File: config.mk
export PLATFORM = sky130hd
export DESIGN_NAME = gcd_unit
export DESIGN_NICKNAME = d
export VERILOG_FILES = /design/src/rtl/gcd_unit.sv
export SDC_FILE = /design/constraint.sdc
export NUM_CORES = 1
export LEC_CHECK = 0
export ABC_CLOCK_PERIOD_IN_PS = 8600
export BUFFER_PORTS_ARGS = -buffer_cell sky130_fd_sc_hd__buf_2
export CAP_MARGIN = 20
export CORE_MARGIN = 4
export CORE_UTILIZATION = 30
export CTS_BUF_LIST = sky130_fd_sc_hd__clkbuf_16
export CTS_CLUSTER_SIZE = 30
export DETAILED_ROUTE_END_ITERATION = 8
export PLACE_DENSITY = 0.57
export SLEW_MARGIN = 15
export SYNTH_ARGS = -nofsm -noshare
export SYNTH_HDL_FRONTEND = slang
export SYNTH_SLANG_ARGS = --single-unit
File: constraint.sdc
create_clock -name clock -period 8.6 [get_ports clock]
set_input_delay 1.72 -clock clock [delete_from_list [all_inputs] [get_ports clock]]
set_output_delay 1.72 -clock clock [all_outputs]
set_load 0.02 [all_outputs]
File: src/rtl/gcd_unit.sv
`default_nettype none
// ============================================================================
// Module      : gcd_unit
// Description : Self-sequencing GCD engine. Accepts an operand pair over a
//               valid/ready handshake, iterates to the greatest common divisor
//               with either subtractive Euclid (MODE 0) or binary Stein
//               (MODE 1), and presents the result over a second handshake.
//
// Ports       : clock      - sole clock, rising edge
//               reset      - asynchronous active-low reset
//               in_valid   - operand pair X/Y valid
//               in_ready   - block can accept a pair (high in IDLE only)
//               X, Y       - unsigned operands, sampled at the accept edge
//               out_valid  - result valid (high in DONE only)
//               out_ready  - consumer accepts the result
//               out        - registered GCD result
//               steps      - registered, saturating iteration count
//               busy       - high while iterating (RUN)
//
// Revision    : 1.0 - initial release
// ============================================================================
module gcd_unit #(
  parameter int WIDTH = 32,
  parameter int CNT_W = 16,
  parameter int MODE  = 0
) (
  input  logic             clock,
  input  logic             reset,
  input  logic             in_valid,
  output logic             in_ready,
  input  logic [WIDTH-1:0] X,
  input  logic [WIDTH-1:0] Y,
  output logic             out_valid,
  input  logic             out_ready,
  output logic [WIDTH-1:0] out,
  output logic [CNT_W-1:0] steps,
  output logic             busy
);

  // Shift count must reach WIDTH-1 in the binary algorithm.
  localparam int c_KW = $clog2(WIDTH) + 1;

  typedef enum logic [1:0] {
    S_IDLE = 2'd0,
    S_RUN  = 2'd1,
    S_DONE = 2'd2
  } state_t;

  state_t             r_state, w_state_nxt;
  logic [WIDTH-1:0]   r_x, w_x_nxt;
  logic [WIDTH-1:0]   r_y, w_y_nxt;
  logic [c_KW-1:0]    r_k, w_k_nxt;
  logic [WIDTH-1:0]   r_out, w_out_nxt;
  logic [CNT_W-1:0]   r_steps, w_steps_nxt;
  logic [CNT_W-1:0]   w_steps_inc;

  // Iteration counter sticks at all-ones rather than wrapping.
  assign w_steps_inc = (r_steps == {CNT_W{1'b1}}) ? r_steps : r_steps + CNT_W'(1);

  always_ff @(posedge clock or negedge reset) begin
    if (!reset) begin
      r_state <= S_IDLE;
      r_x     <= '0;
      r_y     <= '0;
      r_k     <= '0;
      r_out   <= '0;
      r_steps <= '0;
    end else begin
      r_state <= w_state_nxt;
      r_x     <= w_x_nxt;
      r_y     <= w_y_nxt;
      r_k     <= w_k_nxt;
      r_out   <= w_out_nxt;
      r_steps <= w_steps_nxt;
    end
  end

  always_comb begin
    w_state_nxt = r_state;
    w_x_nxt     = r_x;
    w_y_nxt     = r_y;
    w_k_nxt     = r_k;
    w_out_nxt   = r_out;
    w_steps_nxt = r_steps;

    case (r_state)
      S_IDLE: begin
        if (in_valid) begin
          w_x_nxt     = X;
          w_y_nxt     = Y;
          w_k_nxt     = '0;
          w_steps_nxt = '0;
          w_state_nxt = S_RUN;
        end
      end

      S_RUN: begin
        if (r_x == '0 || r_y == '0) begin
          // A zero operand can only be present on the first RUN cycle, so
          // k is still 0 here; the OR simply selects the non-zero operand.
          w_out_nxt   = (r_x | r_y) << r_k;
          w_state_nxt = S_DONE;
        end else if (r_x == r_y) begin
          // Reapply the common factors of two stripped by the binary method.
          w_out_nxt   = r_x << r_k;
          w_state_nxt = S_DONE;
        end else begin
          w_steps_nxt = w_steps_inc;
          if (MODE == 0) begin
            if (r_x > r_y) w_x_nxt = r_x - r_y;
            else           w_y_nxt = r_y - r_x;
          end else begin
            if (!r_x[0] && !r_y[0]) begin
              w_x_nxt = r_x >> 1;
              w_y_nxt = r_y >> 1;
              w_k_nxt = r_k + c_KW'(1);
            end else if (!r_x[0]) begin
              w_x_nxt = r_x >> 1;
            end else if (!r_y[0]) begin
              w_y_nxt = r_y >> 1;
            end else if (r_x > r_y) begin
              w_x_nxt = r_x - r_y;
            end else begin
              w_y_nxt = r_y - r_x;
            end
          end
        end
      end

      S_DONE: begin
        if (out_ready) w_state_nxt = S_IDLE;
      end

      default: w_state_nxt = S_IDLE;
    endcase
  end

  // Handshake outputs decode the state register only.
  assign in_ready  = (r_state == S_IDLE);
  assign out_valid = (r_state == S_DONE);
  assign busy      = (r_state == S_RUN);
  assign out       = r_out;
  assign steps     = r_steps;

endmodule
`default_nettype wire

# Yosys cells after proc, flatten, opt, wreduce, memory -nomap -nowiden
# Cells that the tools add are included.
# op_classes
n_div,0
add_sub_neg,3
shift,0
bitwise_logic,1
mux,22
n_reduce_logical,11
magnitude_cmp,1
n_mul,0
n_eq_ne,12
# op_table
operator,count
$mux 32,10
$pmux 32 s2,2
$logic_not 32->1,2
$mux 16,4
$sub 32x32->32,2
$eq 32x32->1,1
$gt 32x32->1,1
$or 32x32->32,1
$pmux 16 s2,1
$add 16x1->16 const B,1
$eq 16x16->1 const B,1
$reduce_and 5->1,3
$ne 2x2->1 const B,5
$mux 2,4
$pmux 2 s3,1
$ne 2x1->1 const B,2
$reduce_bool 2->1,2
$ne 3x1->1 const B,1
$reduce_and 3->1,1
$eq 2x1->1 const B,1
$eq 2x2->1 const B,1
$logic_not 2->1,1
$reduce_and 2->1,1
$logic_or 1x1->1,1
# totals
mem_bits_ro,0
input_bits,68
latchBits,0
ram_bits,0
ff_bits,114
n_memories,0

# Longest topological paths before layout
# Gate-level depths: netlist of run 1.
# depth
depth_word,5
depth_mapped,14
depth_no_buf,12

# Worst setup path before layout of run 1
# OpenSTA, ideal clock, no wires.
# synth_timing
path_kind,input -> register
start,in in_valid
end,"reg r_steps[13], in the netlist steps[13]"
n_path_buf,2
path_stages,8
arrival_ns,3.129
slack_ns,5.393
path_cell_list,and2_1 > clkbuf_1 > o21bai_2 > o21a_1 > buf_2 > nand4_1 > or3_1 > a21oi_1
# synth_between
elab_chain_cells,2
# synth_lines
item,line_no,text
start: declaration,29,"input logic in_valid,"
$ne 2x2->1 (no source line),--,
$reduce_and 5->1 (no source line),--,
end signal: assignment,74,r_steps <= w_steps_nxt;
end: declaration,54,"logic [CNT_W-1:0] r_steps, w_steps_nxt;"
# No other way between the ends.
# A chain may end at the register's enable or synchronous reset.

# Worst setup path after layout of run 1
# layout_timing
start,reg r_state[1]
end,out busy
# layout_between
elab_chain_cells,1
# layout_lines
item,line_no,text
start: declaration,49,"state_t r_state, w_state_nxt;"
start signal: assignment,69,r_state <= w_state_nxt;
$eq 2x1->1,141,assign busy = (r_state == S_RUN);
end: declaration,37,output logic busy
# No other way between the ends.

==> results.ini, run 1 <==
[status]
status = finished clean

[drt]
drc = 0
dr.pass1.iters = 5
drtIter0Drc = 705
ant_nets = 0
viasPerCell = 5.25
wl_per_cell_um = 19.0
vias = 8833
wl_um = 32000

[cts]
root_buffer = clkbuf_16
postCtsHoldBufs = 0
cts_tree = built
clk_latency_ns = 0.44
ctsResizeCount = 0
cts_buffer_depth = 2
h-tree-depth = 4
numClockSinks = 114
clkTransAtPathRegs_ns = 0.06
postCtsSetupBuffers = 0
numCtsBuffers = 17

[die]
fp.dieH_um = 185
die_w_um = 185
core_region_area_um2 = 30800
design.die.area_um2 = 34400
start_util_pct = 30.6
rows = 64
pin_count = 119

[timing]
max_freq_mhz = 230
worst_slew_pin_slew_ns = 0.961
finalMaxSlewViolations = 0
hold_violations = 0
maxSlewHeadroom_pct = 35.9
setup_viol = 0
post-route-period-util_pct = 50.5
finClkSkew_ns = 0.0137
fin_crit_ns = 4.34
rsz0062_at_grt = false
tns_ns = 0

[synthesis]
ys_ff_latch = 114
synthArstFlopShare_pct = 100
yosysTopAreaCellShare_pct = 30.2
synthesis.area_um2 = 9440
ys_types = 74
synthTopCellsByArea = dfrtp_1 30%, ha_1 13%, o21ai_0 7.7%, nand2_1 5.5%, a21oi_1 5.5%
syn_area_per_cell_um2 = 7.88
synth_area_leader_cell = dfrtp_1
synth_edf_count = 0
synthCells = 1198
synth_fp_nets = 1364
synthFlopType = dfrtp_1
ys_seq_area_share_pct = 30.2
ys_warn_count = 0

[global_routing]
grt_pass1_vias = 8503
grt_pass1_wl_um = 50200
grt_max_degree = 88
antenna_found_initial = 0
grtUsageTotal_pct = 18.6
grt-ovfl-total = 0

[layout]
nets = 1440
fin_area_um2 = 11000
diodes = 0
syn_to_final_growth_pct = 16.1
layout_common_cells = 145 x o21ai_0, 139 x nand2_1, 117 x buf_2, 114 x dfrtp_1
final_layout_size_suffix_gt1_share_pct = 14.5
final_common_cell = o21ai_0

[min_path]
min_path_type = flop to flop

[critical_path]
arrival_ns = 2.62
cp-start-kind = flop
critical_path_class = flop to output pin
crit_required_ns = 6.88
crit_path_max_fanout = 87
cp-end-kind = output pin

[place]
place.gp.congestion = 0.960
io_buffers = 118
placed_cell_area_um2 = 10300
dp_hpwl_um = 24300

[flow_run]
drv_cap = 0

## layer usage
metal	share of wire, %	routed length [um]	global-route usage (%)	up-vias
li1	-	-	-	4315
met1	48	15400	27.4	4242
met2	45	14400	28.6	242
met3	4.6	1480	2.28	34
met4	2.0	643	5.55	0
met5	0	0	0	-
## final cells by class
type	count	area, um^2
Tap cell	396	495
Clock buffer	17	425
Inverter	106	398
Clock inverter	15	218
Timing Repair Buffer	124	638
Fill cell	3281	19900
Sequential cell	114	2850
Multi-Input combinational cell	911	5930
## through the flow
| stage | std cells | util [%] | hold slack, ns | setup WS [ns] |
|---|---|---|---|---|
| final | 1683 | 35.6 | 0.476 | 4.26 |
| after global routing | 1683 | 35.6 | 0.499 | 4.07 |
| after CTS | 1683 | 35.6 | 0.480 | 4.21 |
| after detailed placement | 1651 | 33.5 | 0.466 | 4.46 |
| after global placement | 1651 | 33.5 | 0.463 | 4.56 |
| after floorplan | 1198 | - | 0.493 | 5.39 |
## kinds of logic (layout without fill, tap and decap cells)
kind of cell               Yosys count  count (layout)  synth area share (%)
xor gates and xnor gates            60              60                  5.57
AOI/OAI and AO/OA                  377             377                  24.5
DFF                                114             114                  30.2
adders and majority gates           98              98                  13.1
muxes                               13              13                  1.39
buffers and inverters              173             262                  7.34
and+or+nand+nor                    363             363                  17.8
## worst paths after layout
path	start	end	slack [ns]	cells after the start
hold reg to reg	out[2]	out[2]	0.48	2
setup / recovery	r_state[1]	busy	4.26	4
min in group asynchronous	reset	steps[8]	1.29	1
hold / removal	out[2]	out[2]	0.48	2
max in group asynchronous	reset	out[18]	5.92	2
setup reg to reg	r_x[16]	r_y[16]	4.60	11
## state kept, by name (all words and copies together), names as in the netlist
name / count
out: 32
steps: 16
r_state: 2
r_x: 32
r_y: 32
## synthesized netlist by cell type (11+ instances only)
master / count
o21ai_0: 146
ha_1: 96
clkbuf_1: 45
and3_1: 15
nor4_1: 29
a21o_1: 13
nand2_1: 139
a21oi_1: 103
dfrtp_1: 114
o21bai_1: 11
buf_2: 14
or3_1: 11
xnor2_1: 50
a211oi_1: 17
nor2_1: 93
inv_1: 104
nor3_1: 16
nand4_1: 15
mux2i_1: 12
## worst max-delay path, cell delays in order (launching register included)
cell and delay [ns]:
dfrtp_1 0.36, nand2b_2 0.11, buf_4 0.73, inv_2 0.64, buf_2 0.35
Power of run 1 is left out: the tool's default activity adds up to more than one toggle a clock period on the data nets, which glitch-free logic cannot reach.
==> run 2: changes to the inputs <==
--- a/config.mk
+++ b/config.mk
@@ -5,7 +5,7 @@
 export SDC_FILE = /design/constraint.sdc
 export NUM_CORES = 1
 export LEC_CHECK = 0
-export ABC_CLOCK_PERIOD_IN_PS = 8600
+export ABC_CLOCK_PERIOD_IN_PS = 4600
 export BUFFER_PORTS_ARGS = -buffer_cell sky130_fd_sc_hd__buf_2
 export CAP_MARGIN = 20
 export CORE_MARGIN = 4
==> constraint.sdc (replaced) <==
create_clock -name clock -period 4.6 [get_ports clock]
set_input_delay 0.92 -clock clock [delete_from_list [all_inputs] [get_ports clock]]
set_output_delay 0.92 -clock clock [all_outputs]
set_load 0.02 [all_outputs]
==> run 2 against run 1 <==
  * Hold slack worse by 0.0050 ns
  * Flip-flop and latch count stayed put
  * Non-clock buffer count is 4 higher
  * Wire length is 0.13% higher
  * Design area is 0.16% higher
  * Critical endpoint is now r_x[13]
  * First-iteration DRC count is 8.8% lower
==> results.ini, run 2 (synthesis results as in run 1) <==
[status]
status = finished clean

[layout]
fin_area_um2 = 11000
final_common_cell = o21ai_0
layout_common_cells = 145 x o21ai_0, 139 x nand2_1, 117 x buf_2, 114 x dfrtp_1
syn_to_final_growth_pct = 16.3
fin_util_pct = 35.6
nets = 1444
diodes = 0
final_layout_size_suffix_gt1_share_pct = 14.8

[global_routing]
antenna_found_initial = 0
grt_max_degree = 87
grt-ovfl-total = 0
grtUsageTotal_pct = 18.7
grt_pass1_vias = 8672
grt_pass1_wl_um = 49900

[place]
io_buffers = 118
dpl_worst_slack_ns = 0.756
placed_cell_area_um2 = 10400
place.gp.congestion = 0.940
dp_hpwl_um = 24700

[critical_path]
cp-start-kind = flop
cp-end-kind = flop
crit_path_max_fanout = 38
critical_path_class = flop to flop
regToRegStartpoint = r_x[0]
crit_required_ns = 4.90
arrival_ns = 4.20
startpoint = r_x[0]

[cts]
h-tree-depth = 4
postCtsSetupBuffers = 0
clkTransAtPathRegs_ns = 0.06
clk_latency_ns = 0.43
ctsResizeCount = 0
numClockSinks = 114
numCtsBuffers = 17
postCtsHoldBufs = 0
cts_tree = built
cts_buffer_depth = 2
root_buffer = clkbuf_16

[die]
core_region_area_um2 = 30800
die_w_um = 185
fp.dieH_um = 185
start_util_pct = 30.6
design.die.area_um2 = 34400
pin_count = 119
rows = 64

[timing]
worst_slew_pin_slew_ns = 0.891
max_freq_mhz = 256
finalMaxSlewViolations = 0
setup_viol = 0
rsz0062_at_grt = false
maxSlewHeadroom_pct = 40.6
hold_violations = 0
post-route-period-util_pct = 84.8
tns_ns = 0
fin_crit_ns = 3.90
worst_slack_ns = 0.701
finClkSkew_ns = 0.0104

[min_path]
hp-start = out[6]
min_path_type = flop to flop

[drt]
wl_per_cell_um = 19.0
vias = 8827
wl_um = 32000
drtIter0Drc = 643
dr.pass1.iters = 5
ant_nets = 0
drc = 0
viasPerCell = 5.23

[flow_run]
drv_cap = 0

## run 2: final timing paths
kind                             to  slack (ns)  depth (start not counted)
min in group asynchronous  steps[9]        0.57                          1
max in group asynchronous   r_x[15]        3.18                          2
setup reg to reg            r_x[13]        0.70                         13
setup / recovery            r_x[13]        0.70                         13
hold reg to reg              out[6]        0.47                          2
hold / removal               out[6]        0.47                          2
## run 2: area by class of cell
| class | instances | area [um^2] |
|---|---|---|
| fill | 3209 | 19900 |
| multi-input combinational | 911 | 5930 |
| sequential | 114 | 2850 |
| timing repair buffer | 128 | 693 |
| tap | 396 | 495 |
| clock buffer | 17 | 425 |
| inverter | 106 | 398 |
| clock inverter | 15 | 180 |
## run 2: through the flow
stage	cells	hold WS [ns]
after global routing	1687	0.495
after detailed placement	1655	0.466
after global placement	1655	0.458
final	1687	0.471
after floorplan	1198	0.493
after CTS	1687	0.480
## run 2: worst max-delay path, stage by stage, from the launching register on
cell	delay, ns
dfrtp_1	0.43
inv_1	0.11
ha_1	0.26
fa_1	0.44
nor2_1	0.15
o221ai_1	0.17
a211oi_1	0.63
and2b_1	0.24
a211oi_2	0.07
o21ai_2	0.29
o211ai_4	0.29
buf_4	0.38
a211oi_1	0.25
a21oi_1	0.06
## run 2: metal layers
metal,GRT usage [%],share of wire [%]
met5,0,0
met4,5.75,2.2
met3,2.65,5.4
met2,29.2,46
met1,26.7,47
Power of run 2 is left out for the same reason.
